`config.mk`:
```
export PLATFORM = sky130hd
export DESIGN_NAME = cis_dvp_capture
export DESIGN_NICKNAME = d
export VERILOG_FILES = /design/src/rtl/cis_dvp_capture_pkg.sv /design/src/rtl/cis_word_fifo.sv /design/src/rtl/cis_dvp_capture.sv
export SDC_FILE = /design/constraint.sdc
export NUM_CORES = 1
export LEC_CHECK = 0
export ABC_AREA = 1
export BUFFER_PORTS_ARGS = -buffer_cell sky130_fd_sc_hd__buf_4
export CORE_ASPECT_RATIO = 1.1
export CORE_MARGIN = 2
export CORE_UTILIZATION = 35
export CTS_BUF_LIST = sky130_fd_sc_hd__clkbuf_16
export CTS_CLUSTER_SIZE = 24
export DETAILED_ROUTE_END_ITERATION = 12
export SETUP_SLACK_MARGIN = 0.02
export SLEW_MARGIN = 20
export SYNTH_ARGS = -nofsm -noshare
export SYNTH_HDL_FRONTEND = slang
export SYNTH_SLANG_ARGS = --single-unit
```
`constraint.sdc`:
```
create_clock -name wb_clk_i -period 5.4 [get_ports wb_clk_i]
set_input_delay 0.81 -clock wb_clk_i [delete_from_list [all_inputs] [get_ports wb_clk_i]]
set_output_delay 0.81 -clock wb_clk_i [all_outputs]
set_load 0.02 [all_outputs]
```
`src/rtl/cis_dvp_capture_pkg.sv`:
```
// Shared types for the CIS DVP capture path: FSM states, pixel packing constants
// and the FIFO entry layout.
package cis_pkg;

    localparam int PIX_W        = 10;
    localparam int PIX_PER_WORD = 3;

    typedef enum logic [1:0] {
        IDLE    = 2'd0,
        WAIT_VS = 2'd1,
        BLANK   = 2'd2,
        ACTIVE  = 2'd3
    } cis_state_e;

    typedef struct packed {
        logic        sof;
        logic        eol;
        logic [31:0] data;
    } fifo_entry_t;

    function automatic logic [31:0] place_pix(input logic [31:0] word,
                                              input logic [1:0] slot,
                                              input logic [PIX_W-1:0] pix);
        logic [31:0] w;
        w = word;
        case (slot)
            2'd0:    w[9:0]   = pix;
            2'd1:    w[19:10] = pix;
            default: w[29:20] = pix;
        endcase
        return w;
    endfunction

endpackage

```
`src/rtl/cis_word_fifo.sv`:
```
// Generic single-clock FIFO with full/empty flags; head is visible on dout_o.
// A push while full is ignored unless a pop happens in the same cycle.
module cis_word_fifo #(
    parameter int DEPTH = 8,
    parameter int WIDTH = 34
) (
    input  logic             clk_i,
    input  logic             rst_ni,
    input  logic             push_i,
    input  logic [WIDTH-1:0] din_i,
    input  logic             pop_i,
    output logic [WIDTH-1:0] dout_o,
    output logic             full_o,
    output logic             empty_o
);
    localparam int AW = $clog2(DEPTH);

    logic [WIDTH-1:0] mem_q [DEPTH];
    logic [AW:0]      wr_ptr_q, rd_ptr_q;
    logic             do_push, do_pop;

    assign empty_o = (wr_ptr_q == rd_ptr_q);
    assign full_o  = (wr_ptr_q[AW] != rd_ptr_q[AW]) &&
                     (wr_ptr_q[AW-1:0] == rd_ptr_q[AW-1:0]);
    assign do_pop  = pop_i & ~empty_o;
    assign do_push = push_i & (~full_o | do_pop);
    assign dout_o  = mem_q[rd_ptr_q[AW-1:0]];

    always_ff @(posedge clk_i or negedge rst_ni) begin
        if (!rst_ni) begin
            wr_ptr_q <= '0;
            rd_ptr_q <= '0;
        end else begin
            if (do_push) wr_ptr_q <= wr_ptr_q + 1'b1;
            if (do_pop)  rd_ptr_q <= rd_ptr_q + 1'b1;
        end
    end

    always_ff @(posedge clk_i) begin
        if (do_push) mem_q[wr_ptr_q[AW-1:0]] <= din_i;
    end

endmodule

```
`src/rtl/cis_dvp_capture.sv`:
```
// DVP sensor capture: pad synchronisers, frame/line FSM, 3-pixel packer and word FIFO.
// Optional build macro CIS_TEST_PATTERN_EN adds test_pat_i for a synthetic pixel source.
module cis_dvp_capture
    import cis_pkg::*;
#(
    parameter int FIFO_DEPTH     = 8,
    parameter bit VSYNC_ACT_HIGH = 1'b1,
    parameter bit HSYNC_ACT_HIGH = 1'b1,
    parameter int LINE_W         = 12
) (
    input  logic              wb_clk_i,
    input  logic              wb_rst_n,
    input  logic              enable_i,
    input  logic              clr_ovf_i,
    input  logic              cis_pclk_i,
    input  logic              cis_hsync_i,
    input  logic              cis_vsync_i,
    input  logic [9:0]        cis_data_i,
`ifdef CIS_TEST_PATTERN_EN
    input  logic              test_pat_i,
`endif
    output logic              m_valid_o,
    input  logic              m_ready_i,
    output logic [31:0]       m_data_o,
    output logic              m_sof_o,
    output logic              m_eol_o,
    output logic              overflow_o,
    output logic [15:0]       frame_cnt_o,
    output logic [LINE_W-1:0] line_len_o,
    output logic              busy_o
);
    localparam logic HS_IDLE = ~HSYNC_ACT_HIGH;
    localparam logic VS_IDLE = ~VSYNC_ACT_HIGH;

    logic [2:0]       pclk_s_q;
    logic [1:0]       hs_s_q, vs_s_q;
    logic [PIX_W-1:0] data_s1_q, data_s2_q;

    always_ff @(posedge wb_clk_i or negedge wb_rst_n) begin
        if (!wb_rst_n) begin
            pclk_s_q  <= '0;
            hs_s_q    <= {2{HS_IDLE}};
            vs_s_q    <= {2{VS_IDLE}};
            data_s1_q <= '0;
            data_s2_q <= '0;
        end else begin
            pclk_s_q  <= {pclk_s_q[1:0], cis_pclk_i};
            hs_s_q    <= {hs_s_q[0], cis_hsync_i};
            vs_s_q    <= {vs_s_q[0], cis_vsync_i};
            data_s1_q <= cis_data_i;
            data_s2_q <= data_s1_q;
        end
    end

    logic pclk_rise, hs_act, vs_act;
    assign pclk_rise = pclk_s_q[1] & ~pclk_s_q[2];
    assign hs_act    = HSYNC_ACT_HIGH ? hs_s_q[1] : ~hs_s_q[1];
    assign vs_act    = VSYNC_ACT_HIGH ? vs_s_q[1] : ~vs_s_q[1];

    cis_state_e        state_q;
    logic [1:0]        slot_q;
    logic [31:0]       word_q, word_d, pend_word_q;
    logic              pend_q, sof_arm_q, hs_prev_q, push_q, ovf_q;
    logic [LINE_W-1:0] pix_cnt_q, line_len_q;
    logic [15:0]       frame_cnt_q;
    fifo_entry_t       push_entry_q, head;
    logic [PIX_W-1:0]  pix_val;
    logic              cap, line_end, frame_start, fifo_full, fifo_empty, pop;

    assign cap         = enable_i && state_q == ACTIVE && pclk_rise && !vs_act && hs_act;
    assign line_end    = enable_i && state_q == ACTIVE && pclk_rise && !vs_act && !hs_act && hs_prev_q;
    assign frame_start = enable_i && state_q == BLANK && pclk_rise && !vs_act;

`ifdef CIS_TEST_PATTERN_EN
    logic [1:0] line_cnt_q;
    always_ff @(posedge wb_clk_i or negedge wb_rst_n) begin
        if (!wb_rst_n)                  line_cnt_q <= '0;
        else if (!enable_i || frame_start) line_cnt_q <= '0;
        else if (line_end)              line_cnt_q <= line_cnt_q + 2'd1;
    end
    assign pix_val = test_pat_i ? {line_cnt_q, pix_cnt_q[7:0]} : data_s2_q;
`else
    assign pix_val = data_s2_q;
`endif

    // A new word starts from zero so a partial word pushed at line end has clean unused slots.
    assign word_d = place_pix((slot_q == 2'd0) ? 32'd0 : word_q, slot_q, pix_val);

    always_ff @(posedge wb_clk_i or negedge wb_rst_n) begin
        if (!wb_rst_n) begin
            state_q      <= IDLE;
            slot_q       <= '0;
            word_q       <= '0;
            pend_q       <= 1'b0;
            pend_word_q  <= '0;
            sof_arm_q    <= 1'b0;
            hs_prev_q    <= 1'b0;
            pix_cnt_q    <= '0;
            line_len_q   <= '0;
            frame_cnt_q  <= '0;
            push_q       <= 1'b0;
            push_entry_q <= '0;
        end else begin
            push_q <= 1'b0;
            if (pclk_rise) hs_prev_q <= hs_act;
            if (!enable_i) begin
                state_q   <= IDLE;
                slot_q    <= '0;
                pend_q    <= 1'b0;
                sof_arm_q <= 1'b0;
                pix_cnt_q <= '0;
            end else begin
                case (state_q)
                    IDLE:    state_q <= WAIT_VS;
                    WAIT_VS: if (pclk_rise && vs_act) state_q <= BLANK;
                    BLANK: if (frame_start) begin
                        state_q   <= ACTIVE;
                        sof_arm_q <= 1'b1;
                        slot_q    <= '0;
                        pend_q    <= 1'b0;
                        pix_cnt_q <= '0;
                    end
                    ACTIVE: begin
                        if (pclk_rise && vs_act) begin
                            state_q     <= BLANK;
                            frame_cnt_q <= frame_cnt_q + 16'd1;
                            slot_q      <= '0;
                            pend_q      <= 1'b0;
                            pix_cnt_q   <= '0;
                        end else if (cap) begin
                            if (pix_cnt_q != '1) pix_cnt_q <= pix_cnt_q + 1'b1;
                            // A held full word is not the line's last, so it leaves without eol.
                            if (slot_q == 2'd0 && pend_q) begin
                                push_q       <= 1'b1;
                                push_entry_q <= '{sof: sof_arm_q, eol: 1'b0, data: pend_word_q};
                                sof_arm_q    <= 1'b0;
                            end
                            if (slot_q == 2'(PIX_PER_WORD - 1)) begin
                                pend_q      <= 1'b1;
                                pend_word_q <= word_d;
                                slot_q      <= '0;
                            end else begin
                                pend_q <= 1'b0;
                                word_q <= word_d;
                                slot_q <= slot_q + 2'd1;
                            end
                        end else if (line_end) begin
                            line_len_q <= pix_cnt_q;
                            pix_cnt_q  <= '0;
                            slot_q     <= '0;
                            pend_q     <= 1'b0;
                            if (slot_q != 2'd0) begin
                                push_q       <= 1'b1;
                                push_entry_q <= '{sof: sof_arm_q, eol: 1'b1, data: word_q};
                                sof_arm_q    <= 1'b0;
                            end else if (pend_q) begin
                                push_q       <= 1'b1;
                                push_entry_q <= '{sof: sof_arm_q, eol: 1'b1, data: pend_word_q};
                                sof_arm_q    <= 1'b0;
                            end
                        end
                    end
                    default: state_q <= IDLE;
                endcase
            end
        end
    end

    assign pop = m_valid_o & m_ready_i;

    cis_word_fifo #(
        .DEPTH (FIFO_DEPTH),
        .WIDTH ($bits(fifo_entry_t))
    ) u_fifo (
        .clk_i   (wb_clk_i),
        .rst_ni  (wb_rst_n),
        .push_i  (push_q),
        .din_i   (push_entry_q),
        .pop_i   (pop),
        .dout_o  (head),
        .full_o  (fifo_full),
        .empty_o (fifo_empty)
    );

    always_ff @(posedge wb_clk_i or negedge wb_rst_n) begin
        if (!wb_rst_n)                        ovf_q <= 1'b0;
        else if (push_q && fifo_full && !pop) ovf_q <= 1'b1;
        else if (clr_ovf_i)                   ovf_q <= 1'b0;
    end

    assign m_valid_o   = ~fifo_empty;
    assign m_data_o    = m_valid_o ? head.data : 32'd0;
    assign m_sof_o     = m_valid_o & head.sof;
    assign m_eol_o     = m_valid_o & head.eol;
    assign overflow_o  = ovf_q;
    assign frame_cnt_o = frame_cnt_q;
    assign line_len_o  = line_len_q;
    assign busy_o      = (state_q != IDLE);

endmodule

```
### Word level (Yosys, flattened, before mapping)

Memory sizes are Yosys's and may differ from the RTL's.
Cells that the tools add are included.

* bitwise gates (word level): 13
* equality and inequality tests: 19
* reduce and logical (&&, ||, !) cells: 35
* muxes and demuxes: 56
* add/sub/neg operators: 5

Operator list (number)
* 2-to-1 mux 34 bit: 5
* 2-to-1 mux 12 bit: 6
* 2-to-1 mux 32 bit: 2
* 2-to-1 mux 10 bit: 3
* 2-to-1 mux 1 bit: 26
* case mux 12 bit (2 select lines): 1
* 2-to-1 mux 2 bit: 9
* adder 16 x 1 -> 16 bit, second input constant: 1
* AND reduction 5 bit: 3
* logical AND 1 bit: 14
* adder 12 x 1 -> 12 bit, second input constant: 1
* != test 12 bit, second input constant: 1
* AND reduction 6 bit: 2
* != test 5 x 4 -> 1 bit, second input constant: 2
* adder 4 x 1 -> 4 bit, second input constant: 2
* nonzero test 2 bit: 4
* bitwise AND 1 bit: 6
* == test 2 bit, second input constant: 3
* != test 3 bit, second input constant: 2
* inverter 1 bit: 6
* case mux 2 bit (3 select lines): 1
* AND reduction 3 bit: 2
* != test 5 x 3 -> 1 bit, second input constant: 1
* == test 2 x 1 -> 1 bit, second input constant: 2
* other kinds (18): 23

* memories kept: 1
* word-level logic and storage cells: 151
* register bits: 182
* output and inout bits: 65
* bits in writable memories: 272

Memories
* u_fifo.mem_q: words 8, width 34, read ports 1, clocked after memory_dff 0, wr ports 1, RTL line cis_word_fifo.sv:18 `logic [WIDTH-1:0] mem_q [DEPTH];`

### Logic depth before layout (Yosys ltp)

Gate-level depths: netlist of the first run.

* depth after elaboration: 11
* gate-level depth with buffers: 11

### Cells and area by module

From an unflattened synthesis of the first run, not the netlist that was laid out.

* cell total of the unflattened synthesis: 1832
* area, all modules: 18919.4 um^2

Modules (own cells, without submodules)
* cis_word_fifo: cells an instance 848, instances 1, area an instance 10991.8 um^2
* cis_dvp_capture: cells an instance 984, instances 1, area an instance 7927.6 um^2

### Worst setup path after synthesis of the first run

No wires, ideal clock.

* kind: input to register
* from: input m_ready_i
* to: memory u_fifo.mem_q[3][0] (enable)
* cell stages on the path: 4
* required time: 4932 ps
* path buffers: 0
* data arrival time: 3489 ps
* path slack: 1443 ps
* library setup time: 468 ps
* cells stage by stage: nor2_1 nand2_1 nand2_1 nor3_1

* cells in the longest elaborated chain, start to end: 6

RTL lines
* start, declared: RTL line cis_dvp_capture.sv:23 `input logic m_ready_i,`
* bitwise AND 1 bit: RTL line cis_dvp_capture.sv:169 `assign pop = m_valid_o & m_ready_i;`
* bitwise AND 1 bit: RTL line cis_word_fifo.sv:25 `assign do_pop = pop_i & ~empty_o;`
* OR 1 bit: RTL line cis_word_fifo.sv:26 `assign do_push = push_i & (~full_o | do_pop);`
* bitwise AND 1 bit: RTL line cis_word_fifo.sv:26
* 2-to-1 mux 1 bit: RTL line cis_word_fifo.sv:40 `if (do_push) mem_q[wr_ptr_q[AW-1:0]] <= din_i;`
* 2-to-1 mux 1 bit (not written as such): RTL line cis_word_fifo.sv:40
* end, declared: RTL line cis_word_fifo.sv:18

Every way passes these cells.

### Final worst setup path of the first run

* from: register u_fifo.rd_ptr_q[0]
* to: output m_eol_o

* cells in the longest elaborated chain, start to end: 3
* elaborated cells on any way between the ends: 4

RTL lines
* start, declared: RTL line cis_word_fifo.sv:19 `logic [AW:0] wr_ptr_q, rd_ptr_q;`
* start signal, assigned: RTL line cis_word_fifo.sv:35 `if (do_pop) rd_ptr_q <= rd_ptr_q + 1'b1;`
* parallel branches: the longest is 2 deep, another holds memory (8 x 34 bit)
* bitwise AND 1 bit *: RTL line cis_dvp_capture.sv:194 `assign m_eol_o = m_valid_o & head.eol;`
* end, declared: RTL line cis_dvp_capture.sv:26 `output logic m_eol_o,`

Every way passes the cells marked *.

==> flow_metrics.tcl, run 1 <==
set metrics [dict create \
    cts_buffers 46 \
    period_needed_ns 4.25 \
    grt_pass1_vias 12400 \
    die_area_sq_um 55400 \
    holdWs_ns 0.270 \
    dp_slack_ns 1.74 \
    hold_class "in2async" \
    cts_resized 0 \
    post-synth-top-area-fraction 0.436 \
    cts.sinks 454 \
    grt_pass1_wl_um 69000 \
    io_buffer_count 82 \
    worst_pin_slew_ns 1.08 \
    grt_overflow 0 \
    routed_wl_um 43100 \
    finalPower_mw 9.64 \
    report.final.slew_viol_count 0 \
    via_per_inst 4.94 \
    drt-initial-drc-count 989 \
    cts_root_buf "clkbuf_16" \
    die_y_um 247 \
    endpoint_kind "primary output" \
    regArea_sq_um 12700 \
    vias 12500 \
    path_delay_family "buffers and inverters" \
    clockBufferDepth 3 \
    fin_skew_ns 0.0221 \
    critPathMaxStageDelay_ns 0.78 \
    ys_ff_latch 454 \
    netlist_top_cells_area "edfxtp_1, dfrtp_1, nand2_1, nor2_1, o21ai_0" \
    ys_seq_area_frac 0.679 \
    peakVddDrop_mv 0.235 \
    setup_viol 0 \
    drive_gt1_frac 0.110 \
    syn-num-nets 1784 \
    crit_arrival_ns 3.44 \
    path_class "reg2out" \
    cp_cell_sequence "inv_2, buf_4, nor2_1, o21ai_0, o21ai_0, nor2_1, buf_4" \
    hold_buffers 0 \
    power_leakage_nw 8.76 \
    die_width_um 225 \
    ant_nets 0 \
    dp_hpwl_um 24900 \
    antenna_found_initial 0 \
    grt.total_usage 0.158 \
    critPathLaunchType "flip-flop" \
    cts_setup_buffers 0 \
    max_cap_violations 0 \
    yosysWarnings 0 \
    htree_levels 2 \
    worst-path-buf-inv 3 \
    grt_start_max_net_pins 106 \
    syn_area_sq_um 18700 \
    syn_inst 1762 \
    num_io_pins 83 \
    power-per-cell-area_nw_per_um2 449 \
    start_util 0.355 \
    status "finished, final reports clean" \
    nNetsFinal 1837 \
    rsz0062_at_grt "no" \
    drcViolationCount 0 \
    yosysTopAreaCell "edfxtp_1" \
    cts_tree "built" \
    fmax_mhz 235 \
    max-slew-margin-rel 0.275 \
    multi_input_area_sq_um 5350 \
    clk_latency_ns 0.58 \
    synth_area_per_cell_sq_um 10.6 \
    area_growth_pct 14.5 \
    fin_tns_setup_ns 0 \
    required_ns 4.59 \
    rows 88 \
    reg2reg_depth 7 \
    setup_ws_ns 1.15 \
    avgRoutedWirePerCell_um 17.0 \
    place.gp.congestion 0.766 \
    synth.distinct_cells 32 \
    crit_fanout 69 \
    core_sq_um 52700 \
    diodes 0 \
    final.fill_count 5026 \
    cp_num_cells 7 \
    cts.clk_slew.worst_paths_ns 0.06 \
    fin_crit_sh 0.787 \
    crit_slowest_cell "inv_2" \
    finalHoldViolCount 0 \
    drtPass1Iterations 5 \
]
==> layout make-up <==
type	count	area share
inverters	81	0.0142
well taps	675	0.0393
multi-input cells	1132	0.249
flip-flops and latches	454	0.593
repair buffers	100	0.0358
clock buffers	47	0.0548
clock inverters	39	0.0140
==> synthesized netlist by cell type <==
master,instances
inv_1,69
o211ai_1,2
xor2_1,11
buf_1,9
nor3_2,1
mux2_2,1
nand3_2,2
dfrtp_1,182
xnor2_1,12
nand4_1,7
nand3_1,106
clkbuf_1,58
o21ai_0,169
edfxtp_1,272
inv_2,12
nand2_1,381
or2_2,2
buf_2,18
buf_4,8
nand2_4,3
nor2_1,236
mux2i_1,34
nor3_1,10
ha_1,4
nand3b_1,3
o22ai_1,34
buf_6,2
o21ai_1,105
a21oi_1,1
nor2_2,3
o31ai_1,1
nand2_2,4
==> registers in the layout, indices dropped and copies added, names as in the netlist, 2 cells and up <==
signal / cells
pclk_s_q: 3
state_q: 2
u_fifo.rd_ptr_q: 4
vs_s_q: 2
push_entry_q: 34
u_fifo.mem_q: 272
slot_q: 2
data_s1_q: 10
data_s2_q: 10
pend_word_q: 32
pix_cnt_q: 12
word_q: 32
u_fifo.wr_ptr_q: 4
hs_s_q: 2
frame_cnt_o: 16
line_len_o: 12
==> report_power, final <==
group	total (mW)	switching [mW]	internal, mW	leakage [nW]
registers	3.97	0.241	3.73	5.06
clock network	3.10	1.33	1.77	0.763
logic	2.56	1.62	0.945	2.94
==> kinds of logic (layout without fill, tap and decap cells) <==
logic type / Yosys count / in the layout / share of synthesized area
simple gates: 758 / 758 / 0.164
flops: 454 / 454 / 0.679
compound gates: 312 / 312 / 0.0860
buf+inv: 176 / 267 / 0.0388
mux: 35 / 35 / 0.0188
xor+xnor: 23 / 23 / 0.0107
fa+ha+maj: 4 / 4 / 0.00267
==> cells in the final DEF (no fill, tap or decap), types with 4 or more instances in the layout <==
cell       instances
xor2_1            11
nor2_4             5
nand2_2            4
mux2i_1           34
nor3_2             4
nor2_1           231
nand2_1          381
xnor2_1           12
dfrtp_1          180
clkinv_1          10
buf_4             98
inv_2             13
o21ai_0          169
o22ai_1           34
nor3_1             7
nand4_1            7
inv_1             79
clkbuf_16         47
bufinv_16          4
clkinv_2           9
nand3_1          106
o21ai_1          105
ha_1               4
edfxtp_1         272
==> final timing paths <==
kind                                          from  slack, ns                to
worst max-delay path            u_fifo.rd_ptr_q[0]       1.15           m_eol_o
worst min-delay path                      wb_rst_n       0.27    frame_cnt_o[2]
worst max register to register           slot_q[1]       1.97  push_entry_q[11]
worst min register to register        data_s1_q[1]       0.35      data_s2_q[1]
max in group asynchronous                 wb_rst_n       4.09      data_s1_q[0]
min in group wb_clk_i                 data_s1_q[1]       0.35      data_s2_q[1]
==> stage by stage <==
step / util / cell area, sq um / cells
floorplan: - / 18700 / 1762
global placement: 0.379 / 20000 / 2442
detailed placement: 0.379 / 20000 / 2442
CTS: 0.407 / 21500 / 2528
global route: 0.407 / 21500 / 2528
finish: 0.407 / 21500 / 2528
==> routing by layer <==
layer	vias to the layer above	global-route usage	routed length, um
met2	257	0.271	21400
met5	-	0	0
met1	6066	0.203	18700
met4	0	0.0504	1030
met3	65	0.0280	1940
li1	6103	-	-
==> worst reg2reg max path: stages, from the launching register on <==
cell and delay (ns):
dfrtp_1 0.57, inv_2 0.40, nand2_2 0.70, o211ai_1 0.69
nand2_4 0.35, nand2_4 0.46, nand2_1 0.13, nand2_1 0.09
Note: power is estimated with default switching activity, not from simulation.
==> run 2, diff against run 1 <==
==> constraint.sdc (replaced) <==
create_clock -name wb_clk_i -period 4.5 [get_ports wb_clk_i]
set_input_delay 0.675 -clock wb_clk_i [delete_from_list [all_inputs] [get_ports wb_clk_i]]
set_output_delay 0.675 -clock wb_clk_i [all_outputs]
set_load 0.02 [all_outputs]
==> flow_metrics.tcl, run 2 (synthesis results as in run 1) <==
set metrics [dict create \
    rsz0062_at_grt "no" \
    area_growth_pct 14.6 \
    grt_pass1_vias 12500 \
    layout_common_cells "nand2_1, edfxtp_1, nor2_1" \
    ant_nets 0 \
    setup_ws_ns 0.939 \
    drt-initial-drc-count 834 \
    nNetsFinal 1844 \
    rows 88 \
    cts_tree "built" \
    core_sq_um 52700 \
    cts_buffers 47 \
    cts_root_buf "clkbuf_16" \
    path_class "reg2out" \
    dp_slack_ns 1.50 \
    drtPass1Iterations 5 \
    routed_wl_um 43000 \
    fin_util 0.407 \
    final.fill_count 4983 \
    htree_levels 2 \
    timing.rr.end "u_fifo.mem_q[2][20]" \
    design_area_sq_um 21500 \
    die_y_um 247 \
    hold_class "in2async" \
    start_util 0.355 \
    largest_reg_flops 272 \
    clockBufferDepth 3 \
    status "finished, final reports clean" \
    io_buffer_count 82 \
    grt_start_max_net_pins 117 \
    clk_latency_ns 0.59 \
    critPathMaxStageDelay_ns 0.66 \
    dp_hpwl_um 24700 \
    holdWs_ns 0.179 \
    cts.clk_slew.worst_paths_ns 0.06 \
    r2r_slack_ns 1.59 \
    fmax_mhz 281 \
    power_leakage_nw 8.77 \
    hold_buffers 0 \
    final_common_cell "nand2_1" \
    avgRoutedWirePerCell_um 17.0 \
    startpoint "u_fifo.rd_ptr_q[1]" \
    place.gp.congestion 0.800 \
    r2r-start "u_fifo.rd_ptr_q[1]" \
    antenna_found_initial 0 \
    grt_pass1_wl_um 69000 \
    diodes 0 \
    grt_overflow 0 \
    path_delay_family "simple AND/OR/NAND/NOR gates" \
    grt.total_usage 0.158 \
    num_io_pins 83 \
    via_per_inst 4.96 \
    crit_slowest_cell "dfrtp_4" \
    drcViolationCount 0 \
    fin_tns_setup_ns 0 \
    drive_gt1_frac 0.113 \
    period_needed_ns 3.56 \
    worst-path-buf-inv 1 \
    worst_pin_slew_ns 0.969 \
    endpoint "m_data_o[22]" \
    cp_num_cells 7 \
    max_cap_violations 0 \
    die_area_sq_um 55400 \
    crit_arrival_ns 2.89 \
    setup_viol 0 \
    cp_cell_sequence "xnor2_1, nand2_1, nor2_1, nand2_2, o21ai_1, nor2_1, buf_4" \
    critPathLaunchType "flip-flop" \
    dpl_cell_area_sq_um 20100 \
    required_ns 3.83 \
    max-slew-margin-rel 0.354 \
    power-per-cell-area_nw_per_um2 532 \
    endpoint_kind "primary output" \
    fin_crit_sh 0.791 \
    cts_setup_buffers 0 \
    finalHoldViolCount 0 \
    cts.sinks 454 \
    cpMostUsedCell "nor2_1" \
    peakVddDrop_mv 0.347 \
    cts_resized 0 \
    fin_skew_ns 0.0231 \
    vias 12600 \
    die_width_um 225 \
    report.final.slew_viol_count 0 \
    crit_fanout 47 \
    reg2reg_depth 7 \
]
## run 2: final cells by class
class	count	area, sq um	area share
Clock inverter	39	245	0.0114
Multi-Input combinational cell	1132	5350	0.249
Sequential cell	454	12700	0.593
Tap cell	675	845	0.0393
Inverter	81	304	0.0142
Timing Repair Buffer	106	827	0.0385
Clock buffer	47	1180	0.0548
## run 2: metrics by stage
step                      total power, mW  cells
after floorplan                      6.82   1762
after global placement               7.94   2448
after detailed placement             7.98   2448
after CTS                            11.6   2534
after global routing                 12.0   2534
final                                11.4   2534
## run 2: where the power goes
group | internal [mW] | leakage [nW] | total, mW | switching (mW)
logic | 1.15 | 2.98 | 3.19 | 2.03
registers | 4.48 | 5.06 | 4.66 | 0.178
clock network | 1.97 | 0.737 | 3.59 | 1.61
total | 7.61 | 8.77 | 11.4 | 3.83
## run 2: how the worst min path moves through the flow
| stage | from | endpoint | slack [ns] |
|---|---|---|---|
| after floorplan | data_s1_q[0] | data_s2_q[0] | 0.33 |
| after global placement | vs_s_q[0] | vs_s_q[1] | 0.33 |
| after detailed placement | data_s1_q[0] | data_s2_q[0] | 0.33 |
| after CTS | cis_data_i[0] | data_s1_q[0] | 0.17 |
| after global routing | cis_pclk_i | pclk_s_q[0] | 0.17 |
| final | wb_rst_n | pclk_s_q[0] | 0.18 |
## run 2: routing by layer
layer | track usage | vias to the layer above | part of all wire
met5 | 0 | - | 0
met4 | 0.0430 | 0 | 0.020
met3 | 0.0283 | 61 | 0.046
met2 | 0.269 | 258 | 0.48
met1 | 0.206 | 6125 | 0.45
li1 | - | 6128 | -
## run 2: worst reg2reg max path, cell delays in order, from the launching register on
cell	delay (ns)
dfrtp_4	0.66
xnor2_1	0.22
nand2_1	0.08
nor2_1	0.06
nand2_1	0.13
nand3_1	0.35
nor2_4	0.79
buf_4	0.32
